--- config.mk ---
export PLATFORM = sky130hd
export DESIGN_NAME = alu_hazard_ctrl
export DESIGN_NICKNAME = d
export VERILOG_FILES = /design/src/rtl/alu_hazard_ctrl.sv
export SDC_FILE = /design/constraint.sdc
export NUM_CORES = 1
export LEC_CHECK = 0
export ABC_AREA = 1
export ABC_CLOCK_PERIOD_IN_PS = 1490
export BUFFER_PORTS_ARGS = -buffer_cell sky130_fd_sc_hd__buf_2
export CAP_MARGIN = 20
export CELL_PAD_IN_SITES_DETAIL_PLACEMENT = 0
export CELL_PAD_IN_SITES_GLOBAL_PLACEMENT = 2
export CORE_UTILIZATION = 29
export CTS_CLUSTER_SIZE = 16
export DETAILED_ROUTE_END_ITERATION = 16
export PLACE_DENSITY_LB_ADDON = 0.08
export REMOVE_ABC_BUFFERS = 1
export SYNTH_ARGS = -nofsm -noshare
export SYNTH_HDL_FRONTEND = slang
export SYNTH_SLANG_ARGS = --single-unit
export TNS_END_PERCENT = 5
--- constraint.sdc ---
create_clock -name clk -period 1.49 [get_ports clk]
set_input_delay 0.298 -clock clk [delete_from_list [all_inputs] [get_ports clk]]
set_output_delay 0.298 -clock clk [all_outputs]
set_load 0.03 [all_outputs]
--- src/rtl/alu_hazard_ctrl.sv ---
// rtl/alu_hazard_ctrl.sv - operand forwarding select and load-use hazard scheduler for the ALU stage
module alu_hazard_ctrl #(
  parameter int RA_W  = 3,
  parameter int CNT_W = 16
) (
  input  logic             clk,
  input  logic             rst,
  input  logic             id_valid,
  input  logic [RA_W-1:0]  id_src1,
  input  logic [RA_W-1:0]  id_src2,
  input  logic             id_use1,
  input  logic             id_use2,
  input  logic [RA_W-1:0]  id_dst,
  input  logic             id_wr,
  input  logic             id_load,
  input  logic             flush,
  input  logic             hold,
  output logic [1:0]       fwd_sel1,
  output logic [1:0]       fwd_sel2,
  output logic             stall,
  output logic             issue,
  output logic [CNT_W-1:0] stall_cnt
);

  typedef struct packed {
    logic            v;
    logic [RA_W-1:0] dst;
    logic            wr;
    logic            ld;
  } slot_t;

  localparam logic [CNT_W-1:0] CNT_MAX = {CNT_W{1'b1}};

  slot_t ex_q, mem_q, wb_q;
  slot_t id_slot;

  logic ex_hit1, ex_hit2, mem_hit1, mem_hit2, wb_hit1, wb_hit2;

  function automatic logic slot_hit(input slot_t s, input logic [RA_W-1:0] src,
                                    input logic use_n);
    return s.v & s.wr & (s.dst == src) & use_n;
  endfunction

  always_comb begin
    ex_hit1  = slot_hit(ex_q,  id_src1, id_use1);
    ex_hit2  = slot_hit(ex_q,  id_src2, id_use2);
    mem_hit1 = slot_hit(mem_q, id_src1, id_use1);
    mem_hit2 = slot_hit(mem_q, id_src2, id_use2);
    wb_hit1  = slot_hit(wb_q,  id_src1, id_use1);
    wb_hit2  = slot_hit(wb_q,  id_src2, id_use2);
  end

  // Youngest producer wins when several slots hold the same destination.
  always_comb begin
    fwd_sel1 = 2'd0;
    if (ex_hit1)       fwd_sel1 = 2'd1;
    else if (mem_hit1) fwd_sel1 = 2'd2;
    else if (wb_hit1)  fwd_sel1 = 2'd3;

    fwd_sel2 = 2'd0;
    if (ex_hit2)       fwd_sel2 = 2'd1;
    else if (mem_hit2) fwd_sel2 = 2'd2;
    else if (wb_hit2)  fwd_sel2 = 2'd3;
  end

  // A load still in EX has no result yet, so its consumer must wait one cycle.
  always_comb begin
    stall = id_valid & ~flush & (ex_hit1 | ex_hit2) & ex_q.ld;
    issue = id_valid & ~flush & ~stall & ~hold;
  end

  always_comb begin
    id_slot     = '0;
    id_slot.v   = 1'b1;
    id_slot.dst = id_dst;
    id_slot.wr  = id_wr;
    id_slot.ld  = id_load;
  end

  always_ff @(posedge clk) begin
    if (rst) begin
      ex_q      <= '0;
      mem_q     <= '0;
      wb_q      <= '0;
      stall_cnt <= '0;
    end else begin
      if (stall && stall_cnt != CNT_MAX)
        stall_cnt <= stall_cnt + 1'b1;

      if (flush) begin
        ex_q <= '0;
        if (!hold) begin
          mem_q <= ex_q;
          wb_q  <= mem_q;
        end
      end else if (!hold) begin
        wb_q  <= mem_q;
        mem_q <= ex_q;
        ex_q  <= issue ? id_slot : '0;
      end
    end
  end

endmodule

[Yosys cells after proc, flatten, opt, wreduce, memory -nomap -nowiden]
Cells that the tools add are included.
Cells by class
  add/subtract/negate cells: 1
  multiply operators: 0
  divide/modulo/power cells: 0
  magnitude comparators: 0
  eq/ne operators: 7
  shift operators: 0
  muxes and demuxes: 7
  bitwise gates (word level): 24
  reduce and logical (&&, ||, !) cells: 2
Operators by type and width (number)
  1-bit AND: 20
  3-bit == test: 6
  16-bit by 1-bit adder with 16-bit output, second input constant: 1
  16-bit inequality test, second input constant: 1
  2-bit two-way mux: 6
  6-bit two-way mux: 1
  1-bit NOT: 3
  2-bit OR reduction: 1
  1-bit logical AND: 1
  1-bit bitwise OR: 1
Storage, ports and cells
  register bits after elaboration: 32
  bits in latches: 0
  bits in writable memories: 0
  bits in read-only memories: 0
  input port bits: 18
  output and inout port bits: 22
  word-level logic and storage cells: 52
  memories: 0

[Depth between registers and ports, before layout]
Gate-level depths: netlist of the first run.
  depth in word-level cells: 10
  gate-level depth with buffers: 11
  mapped depth without buffers: 11

[Worst setup path before layout of the first run]
Ideal clock, no wire load.
  path type: reg-to-output
  from: reg wb_q[2] in the netlist's numbering
  to: out fwd_sel1[1]
  arrival time: 1545 ps
  required time: 1192 ps
  path slack: -353 ps
  stages on the path, launching flop included: 5
  path buffers: 0
  path through: dfxtp_1 > or2_2 > a21oi_1 > nand2_1 > a21boi_0
Between the ends
  word-level cells in the longest chain between the ends: 6
Ends and longest elaborated chain
  start: declaration: RTL line 34  | slot_t ex_q, mem_q, wb_q;
  start signal: assignment: RTL line 94  | wb_q <= mem_q;
  start signal: assignment: RTL line 97  | wb_q <= mem_q;
  3-bit == test: RTL line 41  | return s.v & s.wr & (s.dst == src) & use_n;
  1-bit AND (2 in a row): RTL line 41
  2-bit two-way mux: RTL line 58  | else if (wb_hit1) fwd_sel1 = 2'd3;
  2-bit two-way mux: RTL line 57  | else if (mem_hit1) fwd_sel1 = 2'd2;
  2-bit two-way mux: RTL line 56  | if (ex_hit1) fwd_sel1 = 2'd1;
  end: declaration: RTL line 18  | output logic [1:0] fwd_sel1,
No other way between the ends.

[Worst setup path in the final report of the first run]
  from: reg mem_q[2] in the netlist's numbering
  to: out fwd_sel2[1]
Between the ends
  word-level cells in the longest chain between the ends: 5
Ends and longest elaborated chain
  start: declaration: RTL line 34
  start signal: assignment: RTL line 93  | mem_q <= ex_q;
  start signal: assignment: RTL line 98  | mem_q <= ex_q;
  3-bit == test: RTL line 41
  1-bit AND (2 in a row): RTL line 41
  2-bit two-way mux: RTL line 62  | else if (mem_hit2) fwd_sel2 = 2'd2;
  2-bit two-way mux: RTL line 61  | if (ex_hit2) fwd_sel2 = 2'd1;
  end: declaration: RTL line 19  | output logic [1:0] fwd_sel2,
No other way between the ends.

==> impl_metrics.json, run 1 <==
{
  "layout_commonest_cell": "nand2_1",
  "grt_usage": 0.180,
  "critPathLaunchType": "register",
  "hold_class": "primary input to register",
  "syn-mean-instance-area_um2": 6.56,
  "ir_drop_uv": 361,
  "core_area_um2": 6310,
  "final.min_clock_period_ns": 1.77,
  "status": "complete, but fails checks",
  "cts_hold_buf": 0,
  "whs_ns": 0.250,
  "r2r_slack_ns": -0.04,
  "synth_xor_area_frac": 0.0649,
  "synthMuxAreaShare": 0,
  "slew_headroom": 0.769,
  "clockRootBuffer": "clkbuf_8",
  "area_delta_synth_final_pct": 49.8,
  "p_leak_nw": 1.30,
  "rows": 29,
  "grt_antenna_before_repair": 0,
  "yosys_warnings": 0,
  "tns_ns": -1.55,
  "cts_tree": "built",
  "die-area_um2": 6850,
  "pin_count": 40,
  "ant_nets": 0,
  "arrival_ns": 1.47,
  "clock-sinks": 32,
  "synth_compound_area_frac": 0.128,
  "antennaDiodeCount": 0,
  "critPathRequiredTime_ns": 1.19,
  "fin_ws_ns": -0.279,
  "grt_pass1_vias": 1923,
  "mostFrequentLayoutCells": "nand2_1, buf_4, buf_2",
  "cts_buffers": 5,
  "maxCapViolCount": 0,
  "reg2reg_to": "stall_cnt[8]",
  "floorplan.initialDensity": 0.299,
  "rsz0062_at_grt": "true",
  "ys_ff_latch": 32,
  "syn_inst": 288,
  "yosysSeqAreaShare": 0.339,
  "die-height_um": 82.7,
  "synthSimpleGateAreaFrac": 0.388,
  "grt_pass1_wl_um": 8920,
  "worst_pin_slew_ns": 0.346,
  "regToRegStartpoint": "ex_q[2]",
  "drive_gt1_frac": 0.394,
  "final_area_um2": 2830,
  "final_util": 0.449,
  "cts_buffer_depth": 2,
  "cts.clk_slew.worst_paths_ns": 0.06,
  "synth_top_family_by_area": "simple AND/OR/NAND/NOR gates",
  "reg2reg_depth": 12,
  "die_x_um": 82.7,
  "vias": 2103,
  "clkLatencyLatePin_ns": 0.29,
  "num-fill-cells": 688,
  "vias_per_cell": 4.54,
  "syn-cell-area_um2": 1890,
  "routed_wl_um": 5750,
  "grt_max_degree": 13,
  "synth_cell_type_count": 29,
  "cp-endpoint": "fwd_sel2[1]",
  "drtIter0Drc": 62,
  "wire_per_inst_um": 12.4,
  "firstDrtPassIters": 4,
  "gp_congestion": 0.832,
  "fmax_ghz": 0.565,
  "post-place-ws_ns": -0.345,
  "p_per_area_nw_per_um2": 640,
  "route.detailed.drc": 0,
  "endpoint_kind": "output pin",
  "fin_nets": 404,
  "synth_fa_ha_area_frac": 0.00662,
  "final_hold_viol_count": 0,
  "h-tree-depth": 2,
  "violations": "setup timing",
  "skew_ns": 0.00901,
  "fin_crit_sh": 1.19,
  "cp_max_fo": 2,
  "slew_viol_final": 0,
  "overflow": 0,
  "dp_hpwl_um": 4480,
  "portBuffers": 39,
  "path_class": "register to output pin",
  "critPathLaunch": "mem_q[2]",
  "setup_violations": 18,
  "dpl-instance-area_um2": 2570
}
[how the worst min path moves through the flow]
stage          startpoint       endpoint  slack [ns]  cells after the start
2_1_floorplan         rst  stall_cnt[11]        0.37                      1
3_3_place_gp      wb_q[1]        wb_q[1]        0.47                      2
3_5_place_dp      wb_q[1]        wb_q[1]        0.47                      2
4_1_cts         id_dst[0]        ex_q[2]        0.24                      3
5_1_grt         id_dst[0]        ex_q[2]        0.23                      3
6_report        id_dst[0]        ex_q[2]        0.25                      3
[power by group]
group,switching [mW],internal (mW),leakage [nW]
Clock,0.347,0.369,0.0510
Combinational,0.115,0.0951,0.986
Sequential,0.0164,0.871,0.263
Total,0.478,1.33,1.30
[worst max-delay path: stages (launching register included)]
cell	delay (ns)
dfxtp_2	0.33
xor2_2	0.18
nor3b_2	0.20
nand3_2	0.12
a21boi_2	0.20
buf_6	0.16
[state kept, by name (all words and copies together) (netlist names)]
| register | count |
|---|---|
| mem_q | 5 |
| stall_cnt | 16 |
| ex_q | 6 |
| wb_q | 5 |
[synth_stat cells, drive strengths merged]
master	n	area (um2)
inv	33	124
a21boi	2	15.0
nand3b	1	7.51
nand4	9	68.8
xor2	5	43.8
nor3b	1	7.51
clkbuf	4	15.0
nor2	35	163
nand3	12	85.1
o21a	1	7.51
nor3	7	35.0
a21oi	23	115
o21ai	18	90.1
a211oi	1	7.51
o21bai	1	7.51
ha	1	12.5
dfxtp	32	641
nand2	92	360
xnor2	9	78.8
or2	1	6.26
[layer usage]
| layer | global-route usage | vias to the layer above | part of all wire |
|---|---|---|---|
| met4 | 0.0569 | 0 | 0.0073 |
| li1 | - | 1121 | - |
| met3 | 0.0363 | 4 | 0.030 |
| met2 | 0.340 | 31 | 0.53 |
| met5 | 0 | - | 0 |
| met1 | 0.197 | 947 | 0.43 |
[repair_timing]
action	in CTS	in global routing
setup buffers	0	3
gates resized for setup	26	27
gates cloned	0	0
pin swaps	5	12
setup endpoints to repair	22	27
[cell type report]
cell class                      count  area (um2)  area share
Clock inverter                      2        10.0     0.00353
Multi-Input combinational cell    219        1210       0.428
Inverter                           33         124      0.0437
Clock buffer                        6        82.6      0.0292
Sequential cell                    32         654       0.231
Tap cell                           77        96.3      0.0340
Timing Repair Buffer               94         654       0.231
[stage by stage]
step	cells	total power, mW
after floorplan	284	0.990
after global placement	452	1.09
after detailed placement	452	1.09
after CTS	460	1.84
after global routing	463	1.91
final	463	1.81
[cell families (layout without fill, tap and decap cells)]
kind of cell             count (synthesis)  count (layout)
adder cells (fa/ha/maj)                  1               1
AO/OA/AOI/OAI                           46              46
AND/OR/NAND/NOR                        158             158
flip-flops                              32              32
buffers and inverters                   37             135
XOR/XNOR                                14              14
Power figures use the tool's default switching activity.
==> run 2: changes to the inputs <==
--- a/config.mk
+++ b/config.mk
@@ -14,6 +14,7 @@
 export CORE_UTILIZATION = 29
 export CTS_CLUSTER_SIZE = 16
 export DETAILED_ROUTE_END_ITERATION = 16
+export MAX_ROUTING_LAYER = met4
 export PLACE_DENSITY_LB_ADDON = 0.08
 export REMOVE_ABC_BUFFERS = 1
 export SYNTH_ARGS = -nofsm -noshare
==> run 2 against run 1 <==
Combinational power is essentially flat. Flip-flop and latch count is the same. Sequential power is essentially flat. Count of clock-buffer cells in the layout is the same. The flow still finishes with violations (setup timing). Largest power group unchanged. Register-to-register slack is essentially flat. Highest routed layer unchanged.
==> impl_metrics.json, run 2 (synthesis results as in run 1) <==
{
  "mostFrequentLayoutCells": "nand2_1, buf_4, buf_2",
  "cts.clk_slew.worst_paths_ns": 0.06,
  "critPathLaunch": "mem_q[2]",
  "r2r_slack_ns": -0.04,
  "fin_nets": 404,
  "floorplan.initialDensity": 0.299,
  "grt_pass1_vias": 1924,
  "die-height_um": 82.7,
  "fmax_ghz": 0.565,
  "wire_per_inst_um": 12.4,
  "clkLatencyLatePin_ns": 0.29,
  "worst_pin_slew_ns": 0.346,
  "p_total_mw": 1.81,
  "slew_viol_final": 0,
  "critPathRequiredTime_ns": 1.19,
  "drive_gt1_frac": 0.394,
  "max_stage_delay_ns": 0.33,
  "switchingPower_mw": 0.479,
  "p_leak_nw": 1.30,
  "clockRootBuffer": "clkbuf_8",
  "slew_headroom": 0.769,
  "reg2reg_to": "stall_cnt[8]",
  "violations": "setup timing",
  "hold_class": "primary input to register",
  "fin_crit_sh": 1.19,
  "h-tree-depth": 2,
  "maxCapViolCount": 0,
  "largest_reg_flops": 16,
  "firstDrtPassIters": 4,
  "skew_ns": 0.00900,
  "grt_antenna_before_repair": 0,
  "rsz0062_at_grt": "true",
  "rows": 29,
  "cts_hold_buf": 0,
  "critPathLaunchType": "register",
  "setup_violations": 18,
  "gp_congestion": 0.845,
  "die-area_um2": 6850,
  "final_util": 0.449,
  "overflow": 0,
  "antennaDiodeCount": 0,
  "layout_commonest_cell": "nand2_1",
  "cp.depth": 5,
  "cp_slowest_cell": "dfxtp_2",
  "cts_tree": "built",
  "p_sw_frac": 0.264,
  "grt_usage": 0.185,
  "final_hold_viol_count": 0,
  "dp_hpwl_um": 4480,
  "portBuffers": 39,
  "cp-endpoint": "fwd_sel2[1]",
  "fin_ws_ns": -0.279,
  "vias": 2102,
  "p_int_mw": 1.33,
  "grt_pass1_wl_um": 8910,
  "ant_nets": 0,
  "multi_input_area_um2": 1210,
  "reg2reg_depth": 12,
  "pin_count": 40,
  "final.min_clock_period_ns": 1.77,
  "area_delta_synth_final_pct": 49.8,
  "tns_ns": -1.55,
  "arrival_ns": 1.47,
  "cts_buffer_depth": 2,
  "p_comb_frac": 0.116,
  "largestRegisters": "stall_cnt x16, ex_q x6",
  "regArea_um2": 654,
  "core_area_um2": 6310,
  "crit_family": "flip-flops",
  "drtIter0Drc": 62,
  "vias_per_cell": 4.54,
  "seq_power_share": 0.489,
  "die_x_um": 82.7,
  "critPathBufInv": 1,
  "clkPwrFrac": 0.395,
  "regToRegStartpoint": "ex_q[2]",
  "endpoint_kind": "output pin",
  "clock-sinks": 32,
  "path_class": "register to output pin",
  "grt_max_degree": 13,
  "cts_buffers": 5,
  "cp_max_fo": 2,
  "num-fill-cells": 688,
  "p_per_area_nw_per_um2": 640,
  "crit_chain": "xor2_2, nor3b_2, nand3_2, a21boi_2, buf_6",
  "route.detailed.drc": 0,
  "regMostFlops": "stall_cnt",
  "routed_wl_um": 5760,
  "status": "complete, but fails checks",
  "ir_drop_uv": 361
}
==> run 2: per-stage QoR <==
stage	cells	hold WS (ns)	cell area, um2	worst slack, ns
after floorplan	284	0.367	1880	-0.353
after global placement	452	0.466	2570	-0.386
after detailed placement	452	0.475	2570	-0.345
after CTS	460	0.241	2730	-0.341
after global routing	463	0.234	2830	-0.353
final	463	0.250	2830	-0.279
==> run 2: power groups by stage <==
stage | Sequential, mW | Combinational (mW) | Clock, mW
2_1_floorplan | 0.904 | 0.0867 | 0
3_3_place_gp | 0.906 | 0.186 | 0
3_5_place_dp | 0.907 | 0.186 | 0
4_1_cts | 0.888 | 0.193 | 0.754
5_1_grt | 0.889 | 0.233 | 0.789
6_report | 0.887 | 0.210 | 0.716
==> run 2: timing repair <==
item	CTS	global route
gates resized for setup	26	27
buffers inserted	0	3
pin swaps	5	12
setup endpoints to repair	22	27
==> run 2: worst min path at each step <==
stage                     slack, ns       from  cells past startpoint            end
final                          0.25  id_dst[0]                      3        ex_q[2]
after global routing           0.23  id_dst[0]                      3        ex_q[2]
after detailed placement       0.47    wb_q[1]                      2        wb_q[1]
after CTS                      0.24  id_dst[0]                      3        ex_q[2]
after global placement         0.47    wb_q[1]                      2        wb_q[1]
after floorplan                0.37        rst                      1  stall_cnt[11]
==> run 2: per-layer routing <==
| layer | vias up | wire length (um) | track usage |
|---|---|---|---|
| li1 | 1121 | - | - |
| met1 | 946 | 2480 | 0.197 |
| met2 | 31 | 3060 | 0.340 |
| met3 | 4 | 172 | 0.0363 |
| met4 | 0 | 40 | 0.0569 |
| met5 | - | 0 | - |
==> run 2: layout make-up <==
type                            count  area share
Clock inverter                      2     0.00353
Inverter                           33      0.0437
Sequential cell                    32       0.231
Clock buffer                        6      0.0292
Tap cell                           77      0.0340
Multi-Input combinational cell    219       0.428
Timing Repair Buffer               94       0.231
==> run 2: worst reg2reg max path: stages (launching register included) <==
cell and delay, ns:
dfxtp_4 0.37, inv_2 0.05, nand2_1 0.05, nand2_1 0.06
nor2_2 0.12, nand2_2 0.09, nand2_4 0.08, buf_4 0.11
buf_4 0.11, nand3_4 0.07, nor2_8 0.17, nand2_1 0.09
a21oi_2 0.11
